$ cat src/rtl/ul4_arbiter.sv
// ul4_arbiter: shares one ul4 between two requesters; response HOLD_CYCLES edges after accept,
// held until resp_ready, no new accept outside IDLE. Define UL4_ARB_RR_EN for round-robin, else fixed priority.
module ul4_arbiter #(
  parameter int WIDTH       = 4,
  parameter int SEL_W       = 2,
  parameter int HOLD_CYCLES = 1
) (
  input  logic             clk,
  input  logic             reset_n,
  input  logic             req0_valid,
  output logic             req0_ready,
  input  logic [WIDTH-1:0] req0_a,
  input  logic [WIDTH-1:0] req0_b,
  input  logic [SEL_W-1:0] req0_s,
  input  logic             req1_valid,
  output logic             req1_ready,
  input  logic [WIDTH-1:0] req1_a,
  input  logic [WIDTH-1:0] req1_b,
  input  logic [SEL_W-1:0] req1_s,
  output logic             resp0_valid,
  input  logic             resp0_ready,
  output logic             resp1_valid,
  input  logic             resp1_ready,
  output logic [WIDTH-1:0] resp_data,
  output logic [WIDTH-1:0] ul4_a,
  output logic [WIDTH-1:0] ul4_b,
  output logic [SEL_W-1:0] ul4_s,
  input  logic [WIDTH-1:0] ul4_out,
  output logic             busy,
  output logic             grant_id
);

  typedef enum logic [1:0] {IDLE, ISSUE, RESP} state_t;

  localparam logic [3:0] HOLD_LAST = 4'(HOLD_CYCLES - 1);

  state_t     state_q, state_d;
  logic [3:0] cnt_q;
  logic       resp_vld_q;
  logic       win;
  logic       accept;
  logic       capture;

`ifdef UL4_ARB_RR_EN
  logic last_q;

  // On a tie the requester that did not win last time goes first.
  assign win = (req0_valid && req1_valid) ? ~last_q : req1_valid;

  always_ff @(posedge clk or negedge reset_n) begin
    if (!reset_n) begin
      last_q <= 1'b1;
    end else if (accept) begin
      last_q <= win;
    end
  end
`else
  assign win = ~req0_valid;
`endif

  always_comb begin
    state_d    = state_q;
    req0_ready = 1'b0;
    req1_ready = 1'b0;
    accept     = 1'b0;
    capture    = 1'b0;
    case (state_q)
      IDLE: begin
        if (req0_valid || req1_valid) begin
          req0_ready = ~win;
          req1_ready = win;
          accept     = 1'b1;
          state_d    = ISSUE;
        end
      end
      ISSUE: begin
        if (cnt_q == HOLD_LAST) begin
          capture = 1'b1;
          state_d = RESP;
        end
      end
      RESP: begin
        if (grant_id ? resp1_ready : resp0_ready) begin
          state_d = IDLE;
        end
      end
      default: state_d = IDLE;
    endcase
  end

  always_ff @(posedge clk or negedge reset_n) begin
    if (!reset_n) begin
      state_q    <= IDLE;
      cnt_q      <= '0;
      resp_vld_q <= 1'b0;
      resp_data  <= '0;
      ul4_a      <= '0;
      ul4_b      <= '0;
      ul4_s      <= '0;
      grant_id   <= 1'b0;
    end else begin
      state_q <= state_d;
      if (accept) begin
        ul4_a    <= win ? req1_a : req0_a;
        ul4_b    <= win ? req1_b : req0_b;
        ul4_s    <= win ? req1_s : req0_s;
        grant_id <= win;
        cnt_q    <= '0;
      end else if (state_q == ISSUE) begin
        cnt_q <= cnt_q + 4'd1;
      end
      if (capture) begin
        resp_data  <= ul4_out;
        resp_vld_q <= 1'b1;
      end else if (state_q == RESP && state_d == IDLE) begin
        resp_vld_q <= 1'b0;
      end
    end
  end

  assign resp0_valid = resp_vld_q & ~grant_id;
  assign resp1_valid = resp_vld_q & grant_id;
  assign busy        = (state_q != IDLE);

endmodule

$ cat config.mk
export PLATFORM = sky130hd
export DESIGN_NAME = ul4_arbiter
export DESIGN_NICKNAME = d
export VERILOG_FILES = /design/src/rtl/ul4_arbiter.sv
export SDC_FILE = /design/constraint.sdc
export NUM_CORES = 1
export LEC_CHECK = 0
export CAP_MARGIN = 25
export CORE_ASPECT_RATIO = 1.2
export CORE_MARGIN = 2
export CORE_UTILIZATION = 40
export CTS_BUF_LIST = sky130_fd_sc_hd__clkbuf_16
export DETAILED_ROUTE_END_ITERATION = 16
export PLACE_DENSITY = 0.78
export SLEW_MARGIN = 25
export SYNTH_ARGS = -nofsm -noshare
export SYNTH_HDL_FRONTEND = slang
export SYNTH_SLANG_ARGS = --single-unit
$ cat constraint.sdc
create_clock -name clk -period 1.7 [get_ports clk]
set_input_delay 0.34 -clock clk [delete_from_list [all_inputs] [get_ports clk]]
set_output_delay 0.34 -clock clk [all_outputs]
set_load 0.005 [all_outputs]
==> parameters.txt, run 1 <==
Parameter                              Value

CTS
  Clock Path Buffers    2
  Number of CTS-inserted buffers    3
  Root buffer cell    clkbuf_16
  Clock slew at reported path FFs    0.06 ns
  TritonCTS clock tree    built
  Maximum level of the CTS H-tree    1
  Post-cts hold buffer count    0
  Clk_lat worst skew    0.25 ns
  Number of sinks handled by clock tree synthesis    22

Setup path
  Worst reg-to-reg path cell count    5
  Data arrival time at the worst-slack endpoint    1.29 ns
  Critical path destination    resp1_valid
  Startpoint type of the worst setup path    register
  R2r setup slk    0.24 ns
  Critical path class    reg2out
  Critical-path maximum fanout    5
  Launching element of the worst setup path    grant_id
  Kind of capture point of the worst setup path    primary output
  Req. time, crit path    1.36 ns
  R2r endpoint    resp_data[1]
  Worst flop-to-flop path startpoint    cnt_q[1]

Floorplan
  Die outline height    60.8 µm
  Total core area    2550 µm²
  Number of top-level pins    50
  Starting density of the core    0.421
  Die span in x    just over 50 µm
  Number of placement rows    20
  Die Footprint    3120 µm²

Status
  Result of the run    finished clean

Synthesis
  Average instance area after synthesis    11.0 µm²
  Most used DFF post-synth    dfrtp_1
  Count of flip-flops with a built-in enable after synthesis    0
  Gate count after technology mapping    98
  Most used standard cell by instance count after synthesis    dfrtp_1
  Share of Yosys cell area claimed by the top area cell type    0.512
  Flops & latches, synth    22
  Cells taking the most area after synthesis    dfrtp_1, mux2i_1, o21ai_1, mux2_4, ha_1
  Yosys synthesis warning count    0
  Most numerous cell types in the synthesized netlist    dfrtp_1, o21ai_1, mux2i_1, o21ai_0
  Post-synth cell types    25
  Sequential cell area fraction in the yosys report    0.512
  Net Count, Synth    130
  Library cell occupying the most area in the post-synthesis netlist    dfrtp_1
  Share of flip-flops with an asynchronous set or reset    1.00
  Synthesized area    1070 µm²

Timing
  RSZ-0062 raised after global routing    no
  Number of slew-limit violations in the final report    0
  Final critical path time including I/O delays and setup    1.63 ns
  Worst Tran Pin Value    0.283 ns
  Period utilization    0.961
  Hold Vio Cnt, Final    0
  Worst clock skew    0.00386 ns
  Endpoints failing setup    0
  Max Fclk    0.612 GHz
  Remaining max-slew budget at the tightest pin    0.811

Global routing
  Vias in the first global route    1,047
  Remaining Overflow, GRT    0
  Number of antenna violations at the first check in global routing    0
  Maximum number of pins on one net before global-route repair    23
  First-pass GRT wire length    between 4000 and 5000 µm
  Global-route total usage across every layer    0.188

Placed design
  Post-placement cell count    186
  Number of port buffers    49
  Total half-perimeter wirelength after legalization and detailed placement    1920 µm
  Dpl cell area    ~1700 µm²
  GPL Wtd Cong    0.770

Flow run
  Number of maximum-capacitance violations    0

Detailed routing
  Antenna Violating Nets Remaining    0
  Total wire length    2570 µm
  Iteration-0 DRC Markers    10
  Routed wire per std cell    between 10 and 15 µm
  Pre-Repair DR Iteration Count    4
  Mean number of vias per cell    ~5
  Number of vias after detailed routing    953
  Post-detailed-route DRC marker count    0

Finish
  Final Net Count    193
  Final standard cell area without fillers    1790 µm²
  Ant. Diodes    0
  Count of placed standard cells in the final layout, fillers left out    193
  Proportion of layout cells with a drive suffix above 1    0.181
  Layout overhead on the synthesized area    66.7%
  Core utilization of the finished layout    0.702

Hold path
  Hold WC Path Type    in2async

Pwr
  Power per Cell Area    1700 nW/µm²
  Leakage dissipation    approximately 0.83 nW
  IR drop worst, VDD    0.910 mV
  Power after layout    0.00305 W
[routing by layer]
metal  routed length, µm  part of all wire  global-route usage  up-vias
met3                 203             0.079              0.0443        4
met1                1050              0.41               0.227      442
met4                  28             0.011              0.0827        0
met5                   0                 0                   0        -
met2                1280              0.50               0.323       44
li1                    -                 -                   -      463
[logic make-up after synthesis]
logic type                 Yosys count  share of synthesized area
AOI/OAI and AO/OA                   28                      0.135
DFF                                 22                      0.512
and+or+nand+nor                     21                      0.120
muxes                               16                      0.168
buffers and inverters                8                     0.0338
adders and majority gates            2                     0.0233
xor gates and xnor gates             1                    0.00815
[critical path, cell delays in order, from the launching register on]
cell and delay [ns]:
dfrtp_2 0.41, and2_1 0.14, clkdlybuf4s50_1 0.49
[cell type report]
| class | count | area (µm²) |
|---|---|---|
| Tap cell | 33 | 41.3 |
| Clock inverter | 1 | 30.0 |
| Inverter | 3 | 11.3 |
| Timing Repair Buffer | 63 | 594 |
| Sequential cell | 22 | 552 |
| Multi-Input combinational cell | 68 | 488 |
| Fill cell | 201 | 761 |
| Clock buffer | 3 | 75.1 |
[through the flow]
stage          hold slack, ns  setup WS, ns  TNS (ns)
3_5_place_dp            0.481        -0.112    -0.203
2_1_floorplan          0.0444         0.369         0
4_1_cts                 0.449       0.00698         0
3_3_place_gp            0.471        -0.114    -0.198
5_1_grt                 0.477      0.000213         0
6_report                0.437        0.0671         0
[registers in the layout, indices dropped and copies added (netlist names)]
| signal | flops |
|---|---|
| cnt_q | 4 |
| resp_data | 4 |
| ul4_a | 4 |
| ul4_b | 4 |
| state_q | 2 |
| ul4_s | 2 |
| grant_id | 1 |
| resp_vld_q | 1 |
[report_power, final]
group / total [W] / switching (W) / internal (W)
Sequential: 0.000948 / 0.000173 / 0.000775
Combinational: 0.00146 / 0.000573 / 0.000885
Clock: 0.000646 / 0.000179 / 0.000467
Total: 0.00305 / 0.000925 / 0.00213
[cells in the final DEF, fill, tap and decap left out, drive strengths merged, types with 3 or more instances in the layout]
master | synthesis | layout
nand2 | 5 | 5
clkdlybuf4s50 | 0 | 45
mux2i | 12 | 12
buf | 4 | 14
o21ai | 25 | 25
clkbuf | 1 | 3
dlygate4sd2 | 0 | 3
dfrtp | 22 | 22
mux2 | 4 | 4
nor2 | 6 | 6
inv | 3 | 3
[worst min-delay path by stage]
stage / endpoint / from / depth (start not counted) / slack (ns)
2_1_floorplan: cnt_q[0] / reset_n / 0 / 0.04
3_3_place_gp: ul4_s[1] / ul4_s[1] / 2 / 0.47
3_5_place_dp: ul4_b[1] / ul4_b[1] / 2 / 0.48
4_1_cts: grant_id / reset_n / 2 / 0.45
5_1_grt: ul4_s[0] / reset_n / 2 / 0.48
6_report: ul4_b[3] / reset_n / 2 / 0.44
[timing repair]
item,in CTS,in global routing
gates resized for setup,3,2
buffers inserted,2,1
pin swaps,2,1
setup endpoints to repair,3,3
Note: power is estimated with default switching activity, not from simulation.
==> inputs of run 2 (changes only) <==
--- a/config.mk
+++ b/config.mk
@@ -11,8 +11,10 @@
 export CORE_UTILIZATION = 40
 export CTS_BUF_LIST = sky130_fd_sc_hd__clkbuf_16
 export DETAILED_ROUTE_END_ITERATION = 16
+export HOLD_SLACK_MARGIN = 0.06
 export PLACE_DENSITY = 0.78
 export SLEW_MARGIN = 25
 export SYNTH_ARGS = -nofsm -noshare
 export SYNTH_HDL_FRONTEND = slang
 export SYNTH_SLANG_ARGS = --single-unit
+export TNS_END_PERCENT = 50
==> constraint.sdc (replaced) <==
create_clock -name clk -period 1.9 [get_ports clk]
set_input_delay 0.38 -clock clk [delete_from_list [all_inputs] [get_ports clk]]
set_output_delay 0.38 -clock clk [all_outputs]
set_load 0.005 [all_outputs]
==> run 2 against run 1 <==
Hold slack improved by 0.037 ns. Cell area shrank 2.2%. Clock-buffer cell count is the same. Largest power group unchanged. Highest routed layer unchanged. First-iteration DRC count down 40%. Cell count shrank 1.6%. Setup slack got worse by 0.026 ns. Combinational power decreased by 13%. Via count down 0.73%. Die area unchanged.
==> parameters.txt, run 2 (same netlist as run 1, synthesis figures left out) <==
Parameter                              Value

Timing
  Hold Vio Cnt, Final    0 (unchanged)
  Endpoints failing setup    0 (unchanged)
  Number of slew-limit violations in the final report    0 (unchanged)
  Max Fclk    around 0.54 GHz
  Worst clock skew    0.00668 ns (+0.00283 ns)
  Final critical path time including I/O delays and setup    1.86 ns
  Remaining max-slew budget at the tightest pin    0.793 (-0.0182)
  Period utilization    0.978
  Worst Tran Pin Value    0.310 ns (+0.0271 ns)

CTS
  Clock slew at reported path FFs    0.06 ns (about the same)
  Number of sinks handled by clock tree synthesis    22 (unchanged)
  Number of CTS-inserted buffers    3 (unchanged)
  Root buffer cell    clkbuf_16
  Clock Path Buffers    2 (unchanged)
  Maximum level of the CTS H-tree    1 (unchanged)
  TritonCTS clock tree    built
  Post-cts hold buffer count    0 (unchanged)
  Clk_lat worst skew    0.26 ns (about the same)

Floorplan
  Die outline height    60.8 µm (unchanged)
  Die span in x    51.3 µm (unchanged)
  Starting density of the core    0.421 (unchanged)
  Number of placement rows    20 (unchanged)
  Total core area    2550 µm² (unchanged)
  Number of top-level pins    50 (unchanged)
  Die Footprint    3120 µm² (unchanged)

Finish
  Count of placed standard cells in the final layout, fillers left out    190 (-1.6%)
  Final standard cell area without fillers    1750 µm² (-2.2%)
  Ant. Diodes    0 (unchanged)
  Final Net Count    190 (-1.6%)
  Highest-count cells in the layout ignoring fill and taps    clkdlybuf4s50_1, dfrtp_1, o21ai_1
  Layout overhead on the synthesized area    63.1%
  Commonest non-fill, non-tap cell in the layout    clkdlybuf4s50_1
  Proportion of layout cells with a drive suffix above 1    0.166 (-0.0156)

Global routing
  Remaining Overflow, GRT    0 (unchanged)
  Maximum number of pins on one net before global-route repair    23 (unchanged)
  Global-route total usage across every layer    0.190 (+0.00229)
  First-pass GRT wire length    4400 µm (+0.48%)
  Number of antenna violations at the first check in global routing    0 (unchanged)
  Vias in the first global route    1,050 (+0.29%)

Pwr
  IR drop worst, VDD    0.837 mV (-8.0%)
  Power per Cell Area    1470 nW/µm² (-14%)
  Leakage dissipation    0.802 nW (-3.1%)
  Power after layout    0.00257 W (-16%)

Setup path
  Startpoint type of the worst setup path    register
  Cells traversed along the worst timing path    nor2_4, and2_4, clkdlybuf4s50_1
  Critical path class    reg2out
  R2r setup slk    0.42 ns (+0.18 ns)
  Kind of capture point of the worst setup path    primary output
  Critical-path maximum fanout    6 (+1)
  Req. time, crit path    1.52 ns (+0.16 ns)
  Standard cell with the maximum stage delay on the critical path    clkdlybuf4s50_1
  Worst stage delay on the critical path    0.50 ns (about the same)
  Data arrival time at the worst-slack endpoint    1.48 ns (+0.19 ns)

Hold path
  Hold WC Path Type    in2async

Detailed routing
  Routed wire per std cell    13.3 µm (+0.23%)
  Pre-Repair DR Iteration Count    2 (-2)
  Mean number of vias per cell    4.98 (+0.83%)
  Antenna Violating Nets Remaining    0 (unchanged)
  Total wire length    2530 µm (-1.3%)
  Iteration-0 DRC Markers    6 (-4)
  Number of vias after detailed routing    946 (-0.73%)
  Post-detailed-route DRC marker count    0 (unchanged)

Placed design
  Dpl cell area    1660 µm² (-0.45%)
  Number of port buffers    49 (unchanged)
  Total half-perimeter wirelength after legalization and detailed placement    1980 µm (+3.4%)
  Post-placement cell count    185 (-0.54%)
  GPL Wtd Cong    0.784 (+1.9%)

Flow run
  Number of maximum-capacitance violations    0 (unchanged)

Status
  Result of the run    finished clean
run 2: cell types whose count changed in the layout (fill, tap and decap cells not counted):
cell             change
dlygate4sd2_1        -2
clkdlybuf4s50_1      +2
nor2_2               -1
bufinv_16            -1
clkinv_1             +1
and2_1               -1
nor2_4               +1
buf_4                -3
and2_4               +1
run 2: area by class of cell:
cell class              instances  area, µm²
well taps                      33       41.3
multi-input cells              68        495
fillers                       200        800
flip-flops and latches         22        552
repair buffers                 60        574
clock buffers                   3       75.1
clock inverters                 1       3.75
inverters                       3       11.3
run 2: worst paths after layout:
check                           cells after the start       start            to
max in group asynchronous                           2     reset_n    state_q[1]
min in group clk                                    1    cnt_q[3]      cnt_q[3]
worst max register to register                      5    cnt_q[0]  resp_data[1]
worst max-delay path                                3  state_q[1]    req0_ready
worst min-delay path                                2     reset_n    state_q[0]
worst min register to register                      1    cnt_q[3]      cnt_q[3]
run 2: through the flow:
step	hold WS [ns]	TNS, ns	util	setup WS [ns]
after floorplan	0.0844	0	-	0.569
after global placement	0.472	-0.0204	0.649	-0.0204
after detailed placement	0.487	-0.0378	0.649	-0.0378
after CTS	0.482	0	0.683	0.00129
after global routing	0.512	-0.00365	0.687	-0.00365
final	0.474	0	0.687	0.0411
run 2: what timing repair did:
action,CTS,global route
pin swaps,1,0
endpoints found under the setup margin,2,3
resized for setup,2,3
setup buffers,1,0
run 2: per-layer routing:
metal / global-route usage / up-vias / wire [µm]
met5: 0 / - / 0
met4: 0.0902 / 0 / 41
met3: 0.0616 / 4 / 226
met2: 0.314 / 40 / 1220
met1: 0.228 / 443 / 1040
li1: - / 459 / -
run 2: worst max-delay path: cells and delay by family (launching register included):
family	cells	cell delay [ns]
flip-flops	1	0.45
AND/OR/NAND/NOR	2	0.28
buffers and inverters	1	0.50
run 2: where the power goes:
part	internal, W	switching [W]	leakage [nW]
Sequential	0.000692	0.000158	0.268
Clock	0.000281	0.000167	0.0385
Combinational	0.000778	0.000495	0.496
Total	0.00175	0.000820	0.802
==> patch: new RTL, flow settings as in run 1 <==
Encoding of `state_t`: now one-hot (3 bits for 3 states).
--- a/src/rtl/ul4_arbiter.sv
+++ b/src/rtl/ul4_arbiter.sv
@@ -30,7 +30,7 @@
   output logic             grant_id
 );
 
-  typedef enum logic [1:0] {IDLE, ISSUE, RESP} state_t;
+  typedef enum logic [2:0] {IDLE = 3'b001, ISSUE = 3'b010, RESP = 3'b100} state_t;
 
   localparam logic [3:0] HOLD_LAST = 4'(HOLD_CYCLES - 1);
 
Formal check against the unedited RTL: no difference found for any inputs over 10 cycles, from zero or initial values and one cycle with reset_n low; not proved beyond that.
==> patch against run 1 <==
The run now ends with negative setup slack left. Synthesized cell count down 9.2%. Global-route usage rose by 1.3 points. Setup slack worse by 0.15 ns. Sequential cell count up 1. Wire length is 13% higher. Combinational power up 21%. Via count fell by 2.0%. Clock power fell by 21%. Design area up 5.7%. Synthesized area rose by 8.1%. Total power rose by 6.7%. Largest power group unchanged. Highest routed layer unchanged.
==> patch: results (changes against run 1) <==
Status
  • Status: complete, but fails checks (was finished clean)
  • Failing checks: negative setup slack

Setup path
  • FF-to-FF path depth: 6 (was 5)
  • Worst r2r dst: ul4_s[0] (was resp_data[1])
  • Data arrival time of the critical path: 1.44 ns (was 1.29 ns)
  • Crit path max-delay cell type: dfstp_2 (was clkdlybuf4s50_1)
  • Reg2reg setup slack: 0.04 ns (was 0.24 ns)
  • Crit path max fanout: 3 (was 5)
  • Cell family with the largest share of critical-path delay: flip-flops (was buffers and inverters)
  • Max stage delay on crit path: 0.53 ns (was 0.49 ns)
  • RR Startpoint: state_q[0] (was cnt_q[1])

Power
  • Int Pwr: 2.29 mW (was 2.13 mW)
  • Pwr Density: 1720 mW/mm² (was 1700 mW/mm²)
  • Leak: 0.820 nW (was 0.828 nW)
  • Worst IR Drop VDD: 1040 µV (was 910 µV)

Logic synthesis
  • Synth Instances: 89 (was 98)
  • Unique cell type count in the Yosys netlist: 29 (was 25)
  • Commonest cells in the synthesized netlist: dfrtp_1 (22), mux2_2 (19), nor2_1 (7) (was dfrtp_1 (22), o21ai_1 (20), mux2i_1 (12))
  • Syn Nets: 121 (was 130)
  • Largest cells by area after synthesis: dfrtp_1 (47%), mux2_2 (18%), mux2_4 (7.8%), dfstp_2 (2.3%), nor2_1 (2.3%) (was dfrtp_1 (51%), mux2i_1 (11%), o21ai_1 (9.3%), mux2_4 (5.6%), ha_1 (2.3%))

Placed design
  • Dpl ws: -0.165 ns (was -0.112 ns)
  • Final HPWL DP: 2180 µm (was 1920 µm)
  • Routability Congestion: 0.773 (was 0.770)
  • Dpl cells: 183 (was 186)
  • Cell Area, Placed: 0.00179 mm² (was 0.00166 mm²)

STA
  • Worst Skew: 0.00227 ns (was 0.00386 ns)
  • Worst-margin pin slew: 0.318 ns (was 0.283 ns)
  • Final-report setup violation count: 2 (was 0)
  • Setup slack after layout: -0.0793 ns (was 0.0671 ns)

Routing
  • Vias: 934 (was 953)
  • Final wirelength: 2890 µm (was 2570 µm)
  • Avg WL per Cell: 15.2 µm (was 13.3 µm)
  • Drt pass-1 iters: 4 (unchanged)

Layout
  • Layout cells sized above 1: 36.5% (was 18.1%)
  • Fillcell total: 214 (was 201)

GRT
  • Vias in the first global route: 1061 (was 1047)
  • GRT Util Overall: 20.1% (was 18.8%)
  • Pin count of the biggest net entering global routing: 24 (was 23)
  • Global-route wire length before repair: 5000 µm (was 4370 µm)
patch: how the worst max path moves through the flow:
stage | start | to | slack, ns | cells past startpoint
after global placement | req0_valid | req0_ready | -0.14 | 3
final | state_q[0] | req1_ready | -0.08 | 5
after CTS | state_q[0] | req1_ready | -0.12 | 5
after floorplan | state_q[0] | ul4_a[0] | 0.06 | 5
after global routing | state_q[0] | req1_ready | -0.16 | 5
after detailed placement | req0_valid | req0_ready | -0.17 | 3
patch: layout make-up:
cell class / instances / share of cell area (%)
well taps: 34 / 2.25
multi-input cells: 61 / 29.5
flip-flops and latches: 23 / 30.5
repair buffers: 65 / 32.8
inverters: 3 / 0.727
clock buffers: 3 / 3.96
clock inverters: 1 / 0.264
patch: routing by layer:
metal	share of wire, %	vias up	GRT usage (%)
li1	-	444	-
met1	38	457	24.2
met4	2.5	0	11.5
met3	2.8	8	1.90
met5	0	-	0
met2	56	25	33.5
patch: per-stage QoR:
| step | power [mW] | hold slack (ns) | TNS, ns |
|---|---|---|---|
| after detailed placement | 2.66 | 0.497 | -1.40 |
| after global routing | 3.47 | 0.467 | -0.471 |
| after CTS | 3.29 | 0.440 | -0.163 |
| final | 3.26 | 0.429 | -0.100 |
| after global placement | 2.60 | 0.489 | -0.988 |
| after floorplan | 1.74 | 0.0444 | 0 |
patch: logic make-up after synthesis:
| group | after synthesis | share of synthesized area (%) |
|---|---|---|
| buffers and inverters | 5 | 2.58 |
| DFF | 23 | 49.6 |
| adders and majority gates | 2 | 2.15 |
| and+or+nand+nor | 24 | 13.3 |
| xor gates and xnor gates | 2 | 1.51 |
| AOI/OAI and AO/OA | 7 | 3.77 |
| muxes | 26 | 27.0 |
patch: power groups by stage:
| stage | Clock (mW) | Combinational, mW | Sequential, mW |
|---|---|---|---|
| finish | 0.513 | 1.76 | 0.986 |
| floorplan | 0 | 0.736 | 0.999 |
| detailed placement | 0 | 1.67 | 0.989 |
| global route | 0.550 | 1.90 | 1.02 |
| global placement | 0 | 1.63 | 0.969 |
| CTS | 0.521 | 1.78 | 0.991 |
patch: what timing repair did:
item	CTS	global route
resized for setup	16	4
endpoints found under the hold margin	0	0
setup buffers	3	1
pin swaps	2	2
endpoints found under the setup margin	7	14
cloned	0	0
